<file path="config.mk">
export PLATFORM = sky130hd
export DESIGN_NAME = led_pulse_driver_flat
export DESIGN_NICKNAME = d
export VERILOG_FILES = /design/src/rtl/led_pulse_driver_if.sv /design/src/rtl/led_pulse_driver.sv /design/src/flat_wrapper.sv
export SDC_FILE = /design/constraint.sdc
export NUM_CORES = 1
export LEC_CHECK = 0
export ABC_AREA = 0
export BUFFER_PORTS_ARGS = -buffer_cell sky130_fd_sc_hd__buf_4
export CAP_MARGIN = 0
export CORE_ASPECT_RATIO = 1.75
export CORE_UTILIZATION = 57
export CTS_BUF_LIST = sky130_fd_sc_hd__clkbuf_2 sky130_fd_sc_hd__clkbuf_4 sky130_fd_sc_hd__clkbuf_8
export DETAILED_ROUTE_END_ITERATION = 8
export PLACE_DENSITY_LB_ADDON = 0.15
export SETUP_SLACK_MARGIN = 0.15
export SKIP_CTS_REPAIR_TIMING = 1
export SKIP_LAST_GASP = 1
export SLEW_MARGIN = 20
export SYNTH_ARGS = -nofsm -noshare
export SYNTH_HDL_FRONTEND = slang
export SYNTH_SLANG_ARGS = --single-unit
</file>
<file path="constraint.sdc">
create_clock -name CLk -period 2.6 [get_ports CLk]
set_clock_uncertainty 0.15 [all_clocks]
set_input_delay 0.52 -clock CLk [delete_from_list [all_inputs] [get_ports CLk]]
set_output_delay 0.52 -clock CLk [all_outputs]
set_load 0.02 [all_outputs]
</file>
<file path="src/rtl/led_pulse_driver_if.sv">
// Event-in / LED-out signal bundle for led_pulse_driver.
// The master side is the event source (internal logic); the slave side is the driver.
interface led_pulse_driver_if #(
    parameter int PEND_W = 3
);
    logic              iIntEvt;
    logic              oExtLed;
    logic              oBusy;
    logic [PEND_W-1:0] oPend;
    logic              oOvf;

    modport master (
        output iIntEvt,
        input  oExtLed,
        input  oBusy,
        input  oPend,
        input  oOvf
    );

    modport slave (
        input  iIntEvt,
        output oExtLed,
        output oBusy,
        output oPend,
        output oOvf
    );
endinterface

</file>
<file path="src/rtl/led_pulse_driver.sv">
// Turns single-cycle event strobes into long active-low LED flashes.
// Each flash is followed by a minimum off gap. Events that arrive while a flash
// or gap is running are queued in a saturating counter and replayed one by one.
module led_pulse_driver #(
    parameter int ON_CYC  = 1350000,
    parameter int GAP_CYC = 1350000,
    parameter int PEND_W  = 3
) (
    input  logic              CLk,
    input  logic              RESET,
    led_pulse_driver_if.slave bus
);
    localparam int MAX_CYC = (ON_CYC > GAP_CYC) ? ON_CYC : GAP_CYC;
    localparam int TW      = $clog2(MAX_CYC + 1);

    localparam logic [TW-1:0]     ON_LOAD  = TW'(ON_CYC - 1);
    localparam logic [TW-1:0]     GAP_LOAD = TW'(GAP_CYC - 1);
    localparam logic [PEND_W-1:0] PEND_MAX = '1;

    typedef enum logic [1:0] {
        ST_IDLE,
        ST_ON,
        ST_GAP
    } state_t;

    state_t            state,  state_next;
    logic [TW-1:0]     timer,  timer_next;
    logic [PEND_W-1:0] pend,   pend_next;
    logic              ovf,    ovf_next;
    logic              led,    led_next;
    logic              busy,   busy_next;

    logic              evt;
    logic              timer_done;

    assign evt        = bus.iIntEvt;
    assign timer_done = (timer == '0);

    // Next-state logic: flash timing, queue accounting and registered output values.
    always_comb begin
        // NOTE: every signal gets a default before the case so no path leaves it unassigned (no latch).
        state_next = state;
        timer_next = timer;
        pend_next  = pend;
        ovf_next   = ovf;

        unique case (state)
            ST_IDLE: begin
                if (evt) begin
                    state_next = ST_ON;
                    timer_next = ON_LOAD;
                end
            end

            ST_ON: begin
                if (timer_done) begin
                    state_next = ST_GAP;
                    timer_next = GAP_LOAD;
                end else begin
                    timer_next = timer - TW'(1);
                end
                if (evt) begin
                    if (pend == PEND_MAX) ovf_next  = 1'b1;
                    else                  pend_next = pend + PEND_W'(1);
                end
            end

            ST_GAP: begin
                if (timer_done) begin
                    // A fresh event on the exit edge is consumed directly by the
                    // new flash, so the queue only drains when no event arrives.
                    if (evt || (pend != '0)) begin
                        state_next = ST_ON;
                        timer_next = ON_LOAD;
                        if (!evt) pend_next = pend - PEND_W'(1);
                    end else begin
                        state_next = ST_IDLE;
                    end
                end else begin
                    timer_next = timer - TW'(1);
                    if (evt) begin
                        if (pend == PEND_MAX) ovf_next  = 1'b1;
                        else                  pend_next = pend + PEND_W'(1);
                    end
                end
            end

            default: begin
                state_next = ST_IDLE;
                timer_next = '0;
            end
        endcase

        led_next  = (state_next != ST_ON);
        busy_next = (state_next != ST_IDLE);
    end

    // State and output registers with synchronous active-high reset.
    always_ff @(posedge CLk) begin
        // NOTE: sequential state uses non-blocking assignments so all registers update together.
        if (RESET) begin
            state <= ST_IDLE;
            timer <= '0;
            pend  <= '0;
            ovf   <= 1'b0;
            led   <= 1'b1;
            busy  <= 1'b0;
        end else begin
            state <= state_next;
            timer <= timer_next;
            pend  <= pend_next;
            ovf   <= ovf_next;
            led   <= led_next;
            busy  <= busy_next;
        end
    end

    assign bus.oExtLed = led;
    assign bus.oBusy   = busy;
    assign bus.oPend   = pend;
    assign bus.oOvf    = ovf;
endmodule

</file>
<file path="src/flat_wrapper.sv">
// flat-port wrapper written by rule: the top's interface ports become plain ports
module led_pulse_driver_flat 
#(
    parameter int ON_CYC  = 1350000,
    parameter int GAP_CYC = 1350000,
    parameter int PEND_W  = 3
)
  (CLk, RESET, bus_iIntEvt, bus_oExtLed, bus_oBusy, bus_oPend, bus_oOvf);
  led_pulse_driver_if #(.PEND_W(PEND_W)) bus_i ();
  input  logic CLk;
  input  logic RESET;
  input wire logic [$bits(bus_i.iIntEvt)-1:0] bus_iIntEvt;
  output wire logic [$bits(bus_i.oExtLed)-1:0] bus_oExtLed;
  output wire logic [$bits(bus_i.oBusy)-1:0] bus_oBusy;
  output wire logic [$bits(bus_i.oPend)-1:0] bus_oPend;
  output wire logic [$bits(bus_i.oOvf)-1:0] bus_oOvf;
  assign bus_i.iIntEvt = bus_iIntEvt;
  assign bus_oExtLed = bus_i.oExtLed;
  assign bus_oBusy = bus_i.oBusy;
  assign bus_oPend = bus_i.oPend;
  assign bus_oOvf = bus_i.oOvf;
  led_pulse_driver #(.ON_CYC(ON_CYC), .GAP_CYC(GAP_CYC), .PEND_W(PEND_W)) u_core (.CLk(CLk), .RESET(RESET), .bus(bus_i));
endmodule
</file>
==> flow_metrics.env <==
export IMPL_run_status="finished clean"
export IMPL_grt_pass1_vias=1707
export IMPL_maxSlewViolCount=0
export IMPL_drive_gt1_frac=0.233
export IMPL_hp_start="RESET"
export IMPL_crit_path_top_delay_cell="or4_4"
export IMPL_period_minus_slack_ns=2.50
export IMPL_combPwrFrac=0.341
export IMPL_final_area_um2=2130
export IMPL_timing_slew_headroom=0.640
export IMPL_initial_utilization=0.602
export IMPL_insertion_delay_ns=0.28
export IMPL_grt_max_degree=22
export IMPL_worstHoldPathCells=2
export IMPL_grt_pass1_wl_mm=7.67
export IMPL_synth_edf_count=0
export IMPL_path_delay_family="simple AND/OR/NAND/NOR gates"
export IMPL_drtPass1Iterations=5
export IMPL_io_buffer_count=8
export IMPL_synth_warnings=0
export IMPL_slowest_delay_ns=0.57
export IMPL_cts_made_buffers=5
export IMPL_p_int_uw=917
export IMPL_place_congestion=0.899
export IMPL_n_antenna_cell=0
export IMPL_cellPowerDensity_nw_per_um2=659
export IMPL_cp_common_cell="or4_4"
export IMPL_syn_avg_cell_area_um2=8.33
export IMPL_final_util=0.718
export IMPL_worstPathRequired_ns=2.67
export IMPL_pwr_share_clk=0.271
export IMPL_netlist_instances=214
export IMPL_antenna_found_initial=0
export IMPL_crit_type="flop to flop"
export IMPL_ys_seq_elements=29
export IMPL_cp_max_fo=6
export IMPL_die_x_um=44.3
export IMPL_area_growth_pct=19.3
export IMPL_tns_ns=0
export IMPL_setup_violations=0
export IMPL_path_buf_inv=0
export IMPL_hold_worst_slack_ns=0.302
export IMPL_reg2reg_from="u_core.timer[10]"
export IMPL_p_switching_uw=484
export IMPL_die_area_um2=3360
export IMPL_r2r_end="u_core.timer[19]"
export IMPL_finalHoldViolCount=0
export IMPL_drt_iter0_markers=86
export IMPL_root_buffer="clkbuf_8"
export IMPL_hold_class="input pin to flop"
export IMPL_cap_violations=0
export IMPL_synth_area_um2=1780
export IMPL_grt_ovfl_total=0
export IMPL_synth_nets=226
export IMPL_worstPathArrival_ns=2.57
export IMPL_core_area_um2=2960
export IMPL_sequentialPowerShare=0.388
export IMPL_worstHoldEndpoint="u_core.bus.oPend[0]"
export IMPL_cts_tree="yes"
export IMPL_path_cells="or4_4 > or4_4 > or3_4 > or4_4 > a21oi_2"
export IMPL_p_leak_uw=0.000820
export IMPL_final_nets=248
export IMPL_rrSetupSlack_ns=0.1
export IMPL_ys_flop_type="dfxtp_1"
export IMPL_rsz0062_at_grt="true"
export IMPL_grtUsageTotal=0.303
export IMPL_path_clk_slew_ns=0.06
export IMPL_synth_seq_area_share=0.326
export IMPL_p_sw_frac=0.345
export IMPL_cts_max_level=2
export IMPL_max_freq_mhz=400
export IMPL_reg2reg_depth=5
export IMPL_cp_start_kind="flop"
export IMPL_endpoint_kind="flop"
export IMPL_place_hpwl_mm=3.47
export IMPL_die_h_um=76.0
export IMPL_vias=1810
export IMPL_io_pins=9
export IMPL_yosysUniqueCellTypes=55
export IMPL_power_uw=1400
export IMPL_clock_sinks=29
export IMPL_fin_crit_sh=0.962
export IMPL_avgRoutedWirePerCell_um=17.1
export IMPL_tightest_slew_ns=0.533
export IMPL_wirelength_mm=4.77
export IMPL_peakVddDrop_mv=0.413
export IMPL_async_flop_share=0
export IMPL_postPlaceCellArea_um2=1960
export IMPL_drc=0
export IMPL_clockBufferDepth=2
export IMPL_drtAntennaViolNets=0
export IMPL_core_rowCount=26
export IMPL_viasPerCell=6.51
[registers in the layout (all words and copies together), names as in the netlist]
name	flops
u_core.state	2
u_core.bus.oExtLed	1
u_core.timer	21
u_core.bus.oBusy	1
u_core.bus.oOvf	1
u_core.bus.oPend	3
[cells by family after synthesis]
kind of cell               count (synthesis)  share of synthesized area
DFF                                       29                      0.326
AOI/OAI and AO/OA                         79                      0.298
muxes                                      1                    0.00562
and+or+nand+nor                           75                      0.262
buffers and inverters                     21                     0.0456
adders and majority gates                  9                     0.0632
[layout by cell type, fill, tap and decap left out, types with 2 or more instances in the layout]
cell / netlist / routed
inv_1: 12 / 12
dfxtp_1: 29 / 27
o31a_1: 2 / 2
nand3_1: 6 / 6
a21o_1: 5 / 5
o21ai_1: 2 / 2
o41ai_1: 2 / 2
o21ai_0: 20 / 20
o2bb2ai_1: 3 / 3
or4_4: 2 / 3
nor4bb_1: 2 / 2
nor4_1: 3 / 2
o31ai_1: 8 / 8
or2_2: 4 / 4
buf_4: 0 / 23
nand4_1: 4 / 4
or4_1: 6 / 5
a211oi_1: 2 / 2
nand2_1: 8 / 8
o21a_1: 3 / 3
or3_1: 4 / 4
clkbuf_8: 0 / 6
and4b_1: 2 / 2
nor3_1: 7 / 7
and4_1: 2 / 2
a21oi_2: 0 / 3
ha_1: 9 / 8
a22o_1: 4 / 4
nor2_1: 13 / 13
a21oi_1: 15 / 12
[per-stage QoR]
step	cells	worst slack [ns]
after global routing	278	0.0861
final	278	0.0985
after detailed placement	268	0.0386
after global placement	268	0.145
after floorplan	214	0.177
after CTS	275	0.0227
[power groups by stage]
| stage | sequential, uW | combinational [uW] | clock [uW] |
|---|---|---|---|
| final | 543 | 477 | 380 |
| after global routing | 549 | 513 | 411 |
| after CTS | 539 | 439 | 387 |
| after detailed placement | 548 | 435 | 0 |
| after global placement | 544 | 417 | 0 |
| after floorplan | 540 | 300 | 0 |
[layer usage]
layer / vias up / global-route usage / wire (um)
li1: 866 / - / -
met1: 859 / 0.297 / 1750
met2: 61 / 0.528 / 2570
met3: 24 / 0.0595 / 184
met4: 0 / 0.212 / 257
met5: - / 0 / 0
[worst max-delay path by stage]
stage | slack (ns) | to | cells after the start | start
6_report | 0.1 | u_core.timer[19] | 5 | u_core.timer[10]
3_3_place_gp | 0.15 | u_core.timer[19] | 5 | u_core.timer[10]
5_1_grt | 0.09 | u_core.timer[19] | 5 | u_core.timer[10]
3_5_place_dp | 0.04 | u_core.timer[6] | 7 | u_core.timer[0]
2_1_floorplan | 0.18 | u_core.timer[19] | 5 | u_core.timer[9]
4_1_cts | 0.02 | u_core.timer[6] | 7 | u_core.timer[0]
[final cells by class]
cell class / count / area, um^2
multi-input cells: 164 / 1170
fillers: 240 / 835
flip-flops and latches: 29 / 586
repair buffers: 24 / 184
clock buffers: 7 / 90.1
well taps: 42 / 52.6
inverters: 12 / 45.0
[cell usage after synthesis, drive strengths merged, types with 3 or more instances]
library cell	number	area, um^2
dfxtp	29	581
o21ai	22	110
a21oi	15	75.1
nor2	13	48.8
inv	12	45.0
ha	9	113
nand2	8	30.0
o31ai	8	60.1
or4	8	67.6
clkbuf	7	26.3
nor3	7	35.0
nand3	6	30.0
or3	6	43.8
a21o	5	37.5
a22o	4	35.0
nand4	4	25.0
or2	4	25.0
nor4	3	18.8
o21a	3	22.5
o2bb2ai	3	26.3
[worst reg2reg max path, cell delays in order, from the launching register on]
cell and delay (ns):
dfxtp_4 0.34, or4_4 0.57, or4_4 0.46, or3_4 0.36, or4_4 0.42, a21oi_2 0.14
(Power assumes the default switching activity.)
